File: src/rtl/hsk_pkg.sv
// Shared types and default sizing for the processor byte-output responder (hsk_port).
package hsk_pkg;

    localparam int HSK_WIDTH = 8;
    localparam int HSK_DEPTH = 4;

    typedef enum logic [1:0] {
        HSK_IDLE  = 2'd0,
        HSK_STALL = 2'd1,
        HSK_ACK   = 2'd2
    } hsk_state_e;

endpackage

File: src/rtl/hsk_port_if.sv
// Handshake and drain-port bundle; master = processor/device side, slave = hsk_port.
interface hsk_port_if import hsk_pkg::*; #(
    parameter int WIDTH = HSK_WIDTH,
    parameter int DEPTH = HSK_DEPTH
) ();

    localparam int CW = $clog2(DEPTH) + 1;

    logic [WIDTH-1:0] bus_out;
    logic             hsk_out;
    logic             hsk_in;
    logic             dev_rd;
    logic [WIDTH-1:0] dev_data;
    logic             dev_empty;
    logic             dev_full;
    logic [CW-1:0]    dev_count;

    modport master (
        output bus_out, hsk_out, dev_rd,
        input  hsk_in, dev_data, dev_empty, dev_full, dev_count
    );

    modport slave (
        input  bus_out, hsk_out, dev_rd,
        output hsk_in, dev_data, dev_empty, dev_full, dev_count
    );

endinterface

File: src/rtl/hsk_fifo.sv
// Circular-buffer FIFO with first-word-fall-through read and a registered occupancy count.
module hsk_fifo import hsk_pkg::*; #(
    parameter int WIDTH = HSK_WIDTH,
    parameter int DEPTH = HSK_DEPTH
) (
    input  logic                       clk,
    input  logic                       rst_n,
    input  logic                       push_i,
    input  logic [WIDTH-1:0]           wdata_i,
    input  logic                       pop_i,
    output logic [WIDTH-1:0]           rdata_o,
    output logic                       empty_o,
    output logic                       full_o,
    output logic [$clog2(DEPTH):0]     count_o
);

    localparam int AW = $clog2(DEPTH);
    localparam int CW = AW + 1;

    logic [DEPTH-1:0][WIDTH-1:0] mem_q;
    logic [AW-1:0]               wr_ptr_q, wr_ptr_d;
    logic [AW-1:0]               rd_ptr_q, rd_ptr_d;
    logic [CW-1:0]               count_q, count_d;
    logic                        do_push, do_pop;

    assign empty_o = (count_q == '0);
    assign full_o  = (count_q == CW'(DEPTH));
    assign count_o = count_q;
    assign rdata_o = mem_q[rd_ptr_q];

    // Flags guard both sides so callers cannot overflow or underflow the buffer.
    assign do_push = push_i && !full_o;
    assign do_pop  = pop_i && !empty_o;

    always_comb begin
        wr_ptr_d = wr_ptr_q;
        rd_ptr_d = rd_ptr_q;
        count_d  = count_q;
        if (do_push) wr_ptr_d = wr_ptr_q + AW'(1);
        if (do_pop)  rd_ptr_d = rd_ptr_q + AW'(1);
        case ({do_push, do_pop})
            2'b10:   count_d = count_q + CW'(1);
            2'b01:   count_d = count_q - CW'(1);
            default: count_d = count_q;
        endcase
    end

    always_ff @(posedge clk or negedge rst_n) begin
        if (!rst_n) begin
            mem_q    <= '0;
            wr_ptr_q <= '0;
            rd_ptr_q <= '0;
            count_q  <= '0;
        end else begin
            if (do_push) mem_q[wr_ptr_q] <= wdata_i;
            wr_ptr_q <= wr_ptr_d;
            rd_ptr_q <= rd_ptr_d;
            count_q  <= count_d;
        end
    end

endmodule

File: src/rtl/hsk_port.sv
// 4-phase responder for the processor byte output, buffering into hsk_fifo.
// Optional ack-timeout flag hsk_err when HSK_PORT_TIMEOUT_EN is defined.
module hsk_port import hsk_pkg::*; #(
    parameter int WIDTH = HSK_WIDTH,
    parameter int DEPTH = HSK_DEPTH
`ifdef HSK_PORT_TIMEOUT_EN
    ,
    parameter int TIMEOUT = 16
`endif
) (
    input  logic     g_clk,
    input  logic     g_clr,
    hsk_port_if.slave bus
`ifdef HSK_PORT_TIMEOUT_EN
    ,
    output logic     hsk_err
`endif
);

    hsk_state_e state_q, state_d;
    logic       hsk_in_q;
    logic       push;
    logic       fifo_full;

    // A request is only accepted when the registered count says there is room;
    // a pop on the same edge frees space for the next edge, not this one.
    always_comb begin
        state_d = state_q;
        push    = 1'b0;
        case (state_q)
            HSK_IDLE: begin
                if (bus.hsk_out) begin
                    if (!fifo_full) begin
                        push    = 1'b1;
                        state_d = HSK_ACK;
                    end else begin
                        state_d = HSK_STALL;
                    end
                end
            end
            HSK_STALL: begin
                if (!bus.hsk_out) begin
                    state_d = HSK_IDLE;
                end else if (!fifo_full) begin
                    push    = 1'b1;
                    state_d = HSK_ACK;
                end
            end
            HSK_ACK: begin
                if (!bus.hsk_out) state_d = HSK_IDLE;
            end
            default: state_d = HSK_IDLE;
        endcase
    end

    always_ff @(posedge g_clk or negedge g_clr) begin
        if (!g_clr) begin
            state_q  <= HSK_IDLE;
            hsk_in_q <= 1'b0;
        end else begin
            state_q  <= state_d;
            hsk_in_q <= (state_d == HSK_ACK);
        end
    end

    assign bus.hsk_in = hsk_in_q;

    hsk_fifo #(
        .WIDTH (WIDTH),
        .DEPTH (DEPTH)
    ) u_fifo (
        .clk     (g_clk),
        .rst_n   (g_clr),
        .push_i  (push),
        .wdata_i (bus.bus_out),
        .pop_i   (bus.dev_rd),
        .rdata_o (bus.dev_data),
        .empty_o (bus.dev_empty),
        .full_o  (fifo_full),
        .count_o (bus.dev_count)
    );

    assign bus.dev_full = fifo_full;

`ifdef HSK_PORT_TIMEOUT_EN
    localparam int TW = $clog2(TIMEOUT + 1);

    logic [TW-1:0] tmo_q, tmo_d;
    logic          err_q, err_d;

    // Counter saturates at TIMEOUT so a very long ack cannot wrap and re-arm.
    always_comb begin
        tmo_d = '0;
        if (state_q == HSK_ACK)
            tmo_d = (tmo_q == TW'(TIMEOUT)) ? tmo_q : tmo_q + TW'(1);
        err_d = err_q | (tmo_d == TW'(TIMEOUT));
    end

    always_ff @(posedge g_clk or negedge g_clr) begin
        if (!g_clr) begin
            tmo_q <= '0;
            err_q <= 1'b0;
        end else begin
            tmo_q <= tmo_d;
            err_q <= err_d;
        end
    end

    assign hsk_err = err_q;
`endif

endmodule

File: src/flat_wrapper.sv
// flat-port wrapper written by rule: the top's interface ports become plain ports
module hsk_port_flat import hsk_pkg::*;
#(
    parameter int WIDTH = HSK_WIDTH,
    parameter int DEPTH = HSK_DEPTH

)
  (g_clk, g_clr, bus_bus_out, bus_hsk_out, bus_dev_rd, bus_hsk_in, bus_dev_data, bus_dev_empty, bus_dev_full, bus_dev_count);
  hsk_port_if #(.WIDTH(WIDTH), .DEPTH(DEPTH)) bus_i ();
  input  logic g_clk;
  input  logic g_clr;
  input wire logic [$bits(bus_i.bus_out)-1:0] bus_bus_out;
  input wire logic [$bits(bus_i.hsk_out)-1:0] bus_hsk_out;
  input wire logic [$bits(bus_i.dev_rd)-1:0] bus_dev_rd;
  output wire logic [$bits(bus_i.hsk_in)-1:0] bus_hsk_in;
  output wire logic [$bits(bus_i.dev_data)-1:0] bus_dev_data;
  output wire logic [$bits(bus_i.dev_empty)-1:0] bus_dev_empty;
  output wire logic [$bits(bus_i.dev_full)-1:0] bus_dev_full;
  output wire logic [$bits(bus_i.dev_count)-1:0] bus_dev_count;
  assign bus_i.bus_out = bus_bus_out;
  assign bus_i.hsk_out = bus_hsk_out;
  assign bus_i.dev_rd = bus_dev_rd;
  assign bus_hsk_in = bus_i.hsk_in;
  assign bus_dev_data = bus_i.dev_data;
  assign bus_dev_empty = bus_i.dev_empty;
  assign bus_dev_full = bus_i.dev_full;
  assign bus_dev_count = bus_i.dev_count;
  hsk_port #(.WIDTH(WIDTH), .DEPTH(DEPTH)) u_core (.g_clk(g_clk), .g_clr(g_clr), .bus(bus_i));
endmodule
File: config.mk
export PLATFORM = sky130hd
export DESIGN_NAME = hsk_port_flat
export DESIGN_NICKNAME = d
export VERILOG_FILES = /design/src/rtl/hsk_pkg.sv /design/src/rtl/hsk_port_if.sv /design/src/rtl/hsk_fifo.sv /design/src/rtl/hsk_port.sv /design/src/flat_wrapper.sv
export SDC_FILE = /design/constraint.sdc
export NUM_CORES = 1
export LEC_CHECK = 0
export CAP_MARGIN = 5
export CORE_UTILIZATION = 40
export DETAILED_ROUTE_END_ITERATION = 8
export PLACE_DENSITY = 0.73
export SYNTH_ARGS = -nofsm -noshare
export SYNTH_HDL_FRONTEND = slang
export SYNTH_HIERARCHICAL = 1
export SYNTH_SLANG_ARGS = --single-unit
export TNS_END_PERCENT = 1
File: constraint.sdc
create_clock -name g_clk -period 3.7 [get_ports g_clk]
set_input_delay 0.925 -clock g_clk [delete_from_list [all_inputs] [get_ports g_clk]]
set_output_delay 0.925 -clock g_clk [all_outputs]
set_load 0.01 [all_outputs]
* Yosys cells after proc, flatten, opt, wreduce, memory -nomap -nowiden
Index checks and enable logic that the tools add are counted.
** Storage, ports and cells
- Input port bits :: 12
- Output and inout port bits :: 14
- Logic and storage cells :: 46
- Register bits after elaboration :: 42
** Cells by class
- Equality and inequality tests :: 6
- $add $sub $neg :: 4
- Magnitude comparators :: 3
- Reductions and logical operators :: 9
- Mux-type cells :: 15
** Operators by type and width (number)
- 32-bit bitwise mux :: 1
- 8-bit binary-select mux with 2-bit select :: 1
- 8-bit demux with 2-bit select :: 1
- 8-bit 2-to-1 mux :: 2
- 2-bit 2-to-1 mux :: 5
- 2-bit == test (second input constant) :: 3
- 2-bit by 3-bit < comparator with 1-bit output (second input constant) :: 2
- 2-bit case mux with 3 select lines :: 1
- 3-bit case mux with 2 select lines :: 1
- 2-bit by 1-bit adder with 2-bit output (second input constant) :: 2
- 2-bit by 1-bit == test with 1-bit output (second input constant) :: 2
- 3-bit by 1-bit adder with 3-bit output (second input constant) :: 1
- 3-bit == test (second input constant) :: 1
- 1-bit logical AND :: 3
- 3-bit zero test :: 1
- 1-bit 2-to-1 mux :: 3
- 3-bit by 1-bit subtractor with 3-bit output (second input constant) :: 1
- 2-bit by 1-bit greater-or-equal comparator with 1-bit output (second input constant) :: 1
- 1-bit zero test :: 2
- 2-bit zero test :: 1
- 2-bit nonzero test :: 1
- 2-bit OR reduction :: 1

* Depth between registers and ports, before layout
- Word-level depth :: 7
- Mapped depth :: 9
- Depth with buffers taken out :: 9

* Modules after synthesis
Netlist, hierarchy kept.
** By module, submodules not included
- hsk_fifo :: cells an instance 114, sequential area each 975.9 µm², area an instance 1784.2 µm², times used 1
- hsk_port :: cells an instance 8, sequential area each 75.1 µm², area an instance 115.1 µm², times used 1

* Worst setup path before layout
No wires, ideal clock.
- Path kind :: input port to flip-flop
- From :: input port bus_hsk_out
- To :: register u_core.u_fifo.count_q[2], in the netlist u_core/u_fifo/count_o[2]
- Path slack :: 1.171 ns
- Stages :: 8
- Data arrival time :: 2.401 ns
- Data required time :: 3.572 ns
- Path through :: nor3b_1 -> or2b_2 -> ha_1 -> inv_1 -> fa_1 -> xor2_1 -> nor2_1 -> xor2_1
** Between the ends
- Longest elaborated chain between the ends :: 5
- Elaborated cells on any way between the ends :: 7
- Those cells by class :: eq/ne: 2; mux: 3; reduce/logical: 2
** Ends and longest elaborated chain
- start: declaration :: RTL line flat_wrapper.sv:13 : input wire logic [$bits(bus_i.hsk_out)-1:0] bus_hsk_out;
- 1-bit 2-to-1 mux (*) :: RTL line hsk_port.sv:42 : if (!bus.hsk_out) begin
- 1-bit 2-to-1 mux (*)
- 1-bit logical AND (*) :: RTL line hsk_fifo.sv:32 : assign do_push = push_i && !full_o;
- 2-bit by 1-bit == test with 1-bit output or 2-bit == test (tied branches) :: RTL line hsk_fifo.sv:41 : case ({do_push, do_pop})
- 3-bit case mux with 2 select lines or 2-bit nonzero test (tied branches)
- end signal: assignment :: RTL line hsk_fifo.sv:58 : count_q <= count_d;
- end: declaration :: RTL line hsk_fifo.sv:23 : logic [CW-1:0] count_q, count_d;
Every way passes the cells marked *; elsewhere a longest branch is shown, timed or not.
A chain may end at the register's enable or synchronous reset.

* Worst setup path in the final report
- From :: register u_core.u_fifo.rd_ptr_q[0]
- To :: output port bus_dev_data[4]
** Between the ends
- Longest elaborated chain between the ends :: 2
** Ends and longest elaborated chain
- start: declaration :: RTL line hsk_fifo.sv:22 : logic [AW-1:0] rd_ptr_q, rd_ptr_d;
- start signal: assignment :: RTL line hsk_fifo.sv:57 : rd_ptr_q <= rd_ptr_d;
- 8-bit binary-select mux with 2-bit select :: RTL line hsk_fifo.sv:29 : assign rdata_o = mem_q[rd_ptr_q];
- 8-bit 2-to-1 mux (not written as such) :: RTL line hsk_fifo.sv:29
- end: declaration :: RTL line flat_wrapper.sv:16 : output wire logic [$bits(bus_i.dev_data)-1:0] bus_dev_data;
No other way between the ends. The select of a mux whose other input is x is not followed.

==> key figures <==
Layout
  – Number of nets in the layout: 170
  – Storage cell area: 1051 um2
  – Area of combinational cells with multiple inputs: 820.8 um2
  – Synth-to-Final Area Change: 23.39%
  – Share of cells above drive strength 1: 0.3791
  – Filler cell count in the final layout: 381
  – Top library cells by usage in the layout, fill and taps aside: sky130_fd_sc_hd__dfrtp_1, sky130_fd_sc_hd__mux2_2, sky130_fd_sc_hd__clkdlybuf4s50_1, sky130_fd_sc_hd__mux4_2, sky130_fd_sc_hd__clkbuf_8
  – Number of inserted diodes: 0
  – Final core utilization: 0.5273
  – Leading cell type in the layout, fill and taps excluded: sky130_fd_sc_hd__dfrtp_1

Setup path
  – Kind of capture point of the worst setup path: output pin
  – Data required time of the critical path: 2.77 ns
  – Crit path cell chain: mux4_2 > clkdlybuf4s50_1
  – Top fanout value on the critical path: 10
  – Launching instance or port of the critical path: u_core/u_fifo/rd_ptr_q[0]
  – Worst Path Arrival: 2.14 ns
  – R2r startpoint: u_core/u_fifo/count_o[0]
  – Slowest stage cell on the critical path: sky130_fd_sc_hd__dfrtp_1
  – Largest stage delay, worst path: 0.75 ns
  – Setup CP Type: register to output pin
  – Kind of launch point of the worst setup path: register

Clock tree
  – Cts bufs inserted: 5
  – Post-cts repair resize count: 0
  – Clock tree from TritonCTS: done
  – Post-CTS setup repair buffer count: 0
  – Clock-pin slew reported for the worst setup and hold paths after clock tree synthesis: 0.08 ns
  – Insertion delay of the later-clocked pin in the worst-skew pair: 0.30 ns
  – Root buf cell: sky130_fd_sc_hd__clkbuf_8
  – Count of hold-fix buffers inserted at cts: 0
  – Clk sinks: 42
  – Clock Tree Buf Depth: 2
  – Number of levels the H-tree was split into: 2

Timing
  – Period utilisation layout: 0.8281
  – Highest attainable clock frequency: 326.4 MHz
  – Max-slew violation count: 0
  – Fin. Hold Viols: 0
  – Transition time at the pin with the least slew margin: 0.9194 ns
  – Minimum clock period: 3.064 ns
  – Setup repair after global routing missed its margin: false
  – Max-slew headroom at the worst pin: 0.3871
  – Worst Skew: 0.008223 ns
  – Fin Setup TNS: 0 ns
  – Final-report setup violation count: 0

Floorplan
  – Core area: 4444 um2
  – Die width: 70.91 um
  – Cell row count: 24
  – IO Pins: 26
  – Die extent in y: 70.91 um
  – Die Footprint: 5028 um2
  – Initial core utilization: 0.4274

Power
  – Power density over cell area: 937.5 nW/um2
  – Internal: 1.547 mW
  – Proportion of power drawn by flip-flops and latches: 0.394
  – Total power consumption of the routed design: 2.197 mW
  – Logic pwr share: 0.403
  – Clock network fraction of total power: 0.204
  – Leakage: 0.9958 nW
  – Worst vdd rail ir drop: 429.7 uV
  – Switching pwr: 650.3 uW
  – Switching power as a share of total power: 0.2960

Yosys
  – Synthesis warning total: 6
  – Netlist cell types: 21
  – Mean instance size in the synthesized netlist: 15.57 um2
  – Seq/Total Area, Yosys: 0.5534
  – Syn Inst Count: 122
  – Largest area contributor in the netlist: sky130_fd_sc_hd__dfrtp_1
  – Post-synthesis net count: 140
  – Post-synthesis cell area: 1899 um2
  – Synth top area cells: sky130_fd_sc_hd__dfrtp_1, sky130_fd_sc_hd__mux2_2, sky130_fd_sc_hd__mux4_2
  – Proportion of netlist area held by the largest area contributor: 0.5534
  – Number of flip-flops and latches in the synthesized netlist: 42

GRT
  – Vias in the first global route: 1167
  – Maximum number of pins on one net before global-route repair: 43
  – Global-route wire length before repair: 5.796 mm
  – Global-route usage over all layers: 0.1581
  – Final global-route overflow total: 0
  – Number of antenna violations at the first check in global routing: 0

Route
  – Antenna Violating Nets Remaining: 0
  – Wire length per cell after detailed routing: 16.75 um
  – Length of the first detailed-routing pass in iterations: 6
  – Initial detailed-routing violation count: 84
  – Routed wire length: 3.434 mm
  – Total via count after detailed routing: 1078
  – Post-route DRC violation count: 0
  – Via density per instance: 5.259

Run status
  – Result of the run: completed

Worst hold path
  – Origin of the worst min-delay path: u_core/u_fifo/mem_q[22]
  – Min-Delay Path Class: register to register

Placed design
  – Final weighted congestion in routability-driven placement: 0.6773
  – Number of port buffers: 25
  – Detailed Place HPWL: 2.266 mm

Flow run
  – MaxCap Viol Count: 0
power groups by stage:
stage               sequential (mW)  combinational (mW)  clock (mW)
CTS                           0.866               0.897       0.456
global route                  0.906               0.954       0.476
detailed placement            0.875               0.897           0
global placement              0.852               0.863           0
finish                        0.865               0.885       0.447
floorplan                     0.790               0.611           0
cells in the mapped netlist:
| cell | number |
|---|---|
| sky130_fd_sc_hd__and2_1 | 2 |
| sky130_fd_sc_hd__and3b_2 | 1 |
| sky130_fd_sc_hd__buf_1 | 1 |
| sky130_fd_sc_hd__buf_2 | 1 |
| sky130_fd_sc_hd__dfrtp_1 | 42 |
| sky130_fd_sc_hd__fa_1 | 1 |
| sky130_fd_sc_hd__ha_1 | 5 |
| sky130_fd_sc_hd__inv_1 | 5 |
| sky130_fd_sc_hd__mux2_2 | 33 |
| sky130_fd_sc_hd__mux2i_1 | 2 |
| sky130_fd_sc_hd__mux4_2 | 8 |
| sky130_fd_sc_hd__nand2_1 | 5 |
| sky130_fd_sc_hd__nor2_1 | 1 |
| sky130_fd_sc_hd__nor2_2 | 4 |
| sky130_fd_sc_hd__nor3_1 | 1 |
| sky130_fd_sc_hd__nor3b_1 | 1 |
| sky130_fd_sc_hd__nor3b_2 | 1 |
| sky130_fd_sc_hd__o31a_2 | 1 |
| sky130_fd_sc_hd__or2b_2 | 1 |
| sky130_fd_sc_hd__xnor2_1 | 3 |
| sky130_fd_sc_hd__xor2_1 | 3 |
cell families after synthesis:
kind of cell / count (synthesis) / synth area share
compound gates: 1 / 0.005270
simple gates: 17 / 0.05467
fa+ha+maj: 6 / 0.04348
flops: 42 / 0.5534
mux: 43 / 0.3011
buf+inv: 7 / 0.01449
xor+xnor: 6 / 0.02767
worst paths after layout:
path	to	slack, ns	cells past startpoint
max in group asynchronous	u_core/u_fifo/mem_q[3]	2.37	1
min	u_core/u_fifo/mem_q[22]	0.51	1
max reg2reg	u_core/u_fifo/count_o[2]	1.08	9
min reg2reg	u_core/u_fifo/mem_q[22]	0.51	1
min in group asynchronous	u_core/u_fifo/mem_q[2]	0.75	1
max	bus_dev_data[4]	0.64	2
area by class of cell:
type | count | area share
flip-flops and latches | 42 | 0.4485
multi-input cells | 73 | 0.3502
inverters | 5 | 0.008009
well taps | 52 | 0.02776
clock inverters | 2 | 0.02563
clock buffers | 6 | 0.03524
repair buffers | 25 | 0.1046
worst max-delay path, delay by kind of cell, from the launching register on:
family,cells,cell delay (ns)
muxes,1,0.59
buffers and inverters,1,0.49
DFF,1,0.75
through the flow:
stage               instances  area [um2]  setup slack (ns)  hold WS [ns]
detailed placement        197        2201            0.4163        0.4910
global route              205        2344            0.5216        0.5295
global placement          197        2201            0.5535        0.4826
CTS                       205        2344            0.5971        0.5099
finish                    205        2344            0.6360        0.5070
floorplan                 122        1899             1.171        0.4752
per-layer routing:
metal / wire length (um) / vias up / GRT usage
met5: 0 / - / 0
met4: 45 / 0 / 0.05333
met3: 164 / 5 / 0.05698
met2: 1551 / 25 / 0.2404
met1: 1672 / 556 / 0.2117
li1: - / 492 / -
sequential cells by signal, indices dropped and copies added (netlist names):
name                    count
u_core/u_fifo/wr_ptr_q      2
u_core/u_fifo/mem_q        32
u_core/u_fifo/count_o       3
u_core/u_fifo/rd_ptr_q      2
u_core/state_q              2
u_core/bus.hsk_in           1
No activity file was read; power rests on OpenSTA's default activity.
==> RTL change, RTL diff (same flow settings) <==
Change the package constant `HSK_WIDTH` from 8 to 6.
--- a/src/rtl/hsk_pkg.sv
+++ b/src/rtl/hsk_pkg.sv
@@ -1,7 +1,7 @@
 // Shared types and default sizing for the processor byte-output responder (hsk_port).
 package hsk_pkg;
 
-    localparam int HSK_WIDTH = 8;
+    localparam int HSK_WIDTH = 6;
     localparam int HSK_DEPTH = 4;
 
     typedef enum logic [1:0] {
Ports: changed (resized bus_bus_out and bus_dev_data); port bits go from 26 to 22. The function was not compared with the original's and may differ.
==> RTL change against the unedited design <==
  * Area after synthesis is 18% lower
  * Clock skew is 0.0048 ns lower
  * Routed wire length is 23% lower
  * Sequential cell count is 8 lower
  * Worst setup slack better by 0.14 ns
  * Worst hold slack worse by 0.0038 ns
  * Final area is 18% lower
  * Power is 23% lower
==> RTL change: results <==
metrics = {
    "drt": {
        "dr.pass1.iters": 4,
        "vias": 886,
        "drt-total-wl_um": 2650,
        "drt_iter0_markers": 28,
    },
    "layout": {
        "drive_gt1_share_pct": 31.1,
        "buf_share_pct": 11.4,
        "num_antenna_cells": 0,
        "nClkBuffers": 7,
        "n_fill_cell": 331,
        "nMultiInputCombCells": 63,
        "n_all_buffers": 22,
        "multi_input_area_um2": 678,
        "clkCellAreaFrac_pct": 4.77,
        "largest_reg_flops": 24,
        "largest-register": "u_core/u_fifo/mem_q",
        "seqCellArea_um2": 851,
        "nNetsFinal": 147,
    },
    "worst_setup_path": {
        "r2r_cells": 9,
        "critPathMaxFanout": 8,
        "crit_arrival_ns": 2.00,
    },
    "synthesis": {
        "synth_xor_area_share_pct": 3.38,
        "syn_nets": 120,
        "synthTopCellsByCount": "34 x dfrtp_1, 25 x mux2_2, 6 x mux4_2",
        "synthAdderAreaFrac_pct": 5.31,
        "synthMuxAreaShare_pct": 28.1,
        "yosysUniqueCellTypes": 20,
        "yosysWarnings": 6,
        "synth.area.top_cells": "dfrtp_1 55%, mux2_2 18%, mux4_2 8.7%",
        "synth_compound_area_share_pct": 0.563,
        "ys_seq_area_share_pct": 54.7,
    },
    "placed_design": {
        "place_hpwl_um": 1860,
        "portBuffers": 21,
        "place_ws_ns": 0.626,
        "gp_congestion": 0.686,
    },
    "worst_hold_path": {
        "hold_path.class": "reg -> reg",
        "hold_path_depth": 1,
    },
    "clock_tree": {
        "clkTransAtPathRegs_ns": 0.06,
        "root_buffer": "clkbuf_8",
        "postCtsSetupBuffers": 0,
        "cts_htree_levels": 2,
        "clock_latency_ns": 0.28,
        "cts.sinks": 34,
        "cts_buffers": 5,
        "cts_buffer_depth": 2,
        "cts-resized-gates": 0,
    },
    "power": {
        "power.leakage_nw": 0.825,
        "peakVddDrop_mv": 0.378,
    },
    "global_route": {
        "track_usage_pct": 15.3,
        "grt_pass1_wl_um": 4460,
        "antenna_found_initial": 0,
        "grt_pass1_vias": 922,
        "grt_max_degree": 35,
    },
    "timing": {
        "final.setup_skew_ns": 0.00342,
        "tightest_slew_ns": 0.649,
        "finalMaxSlewViolations": 0,
    },
    "outcome": {
        "status": "finished clean",
    },
}
-- RTL change: layer usage --
| metal | part of all wire [%] | vias up | track usage [%] |
|---|---|---|---|
| li1 | - | 416 | - |
| met1 | 44 | 445 | 18.2 |
| met2 | 49 | 20 | 24.3 |
| met3 | 4.5 | 5 | 5.36 |
| met4 | 2.2 | 0 | 7.50 |
| met5 | 0 | - | 0 |
-- RTL change: report_power, final --
part	leakage (nW)	internal [mW]	switching [mW]
Sequential	0.409	0.552	0.151
Combinational	0.368	0.470	0.254
Clock	0.0482	0.150	0.125
Total	0.825	1.17	0.531
-- RTL change: metrics by stage --
| stage | util, % | cell area, um^2 | instances | total power, mW |
|---|---|---|---|---|
| final | 52.0 | 1920 | 180 | 1.70 |
| after global placement | 49.5 | 1830 | 172 | 1.40 |
| after global routing | 52.0 | 1920 | 180 | 1.82 |
| after CTS | 52.0 | 1920 | 180 | 1.73 |
| after floorplan | - | 1560 | 104 | 1.15 |
| after detailed placement | 49.5 | 1830 | 172 | 1.45 |
-- RTL change: worst paths after layout --
| path | startpoint | end | slack, ns |
|---|---|---|---|
| worst max register to register | u_core/u_fifo/count_o[0] | u_core/u_fifo/count_o[2] | 1.40 |
| worst max-delay path | u_core/u_fifo/rd_ptr_q[0] | bus_dev_data[1] | 0.78 |
| worst min-delay path | u_core/u_fifo/mem_q[14] | u_core/u_fifo/mem_q[14] | 0.50 |
| max in group asynchronous | g_clr | u_core/u_fifo/mem_q[5] | 2.36 |
| min in group asynchronous | g_clr | u_core/u_fifo/mem_q[2] | 1.04 |
| worst min register to register | u_core/u_fifo/mem_q[14] | u_core/u_fifo/mem_q[14] | 0.50 |
-- RTL change: critical path, stage by stage, from the launching register on --
cell	delay, ns
dfrtp_1	0.65
mux4_2	0.57
clkdlybuf4s50_1	0.49
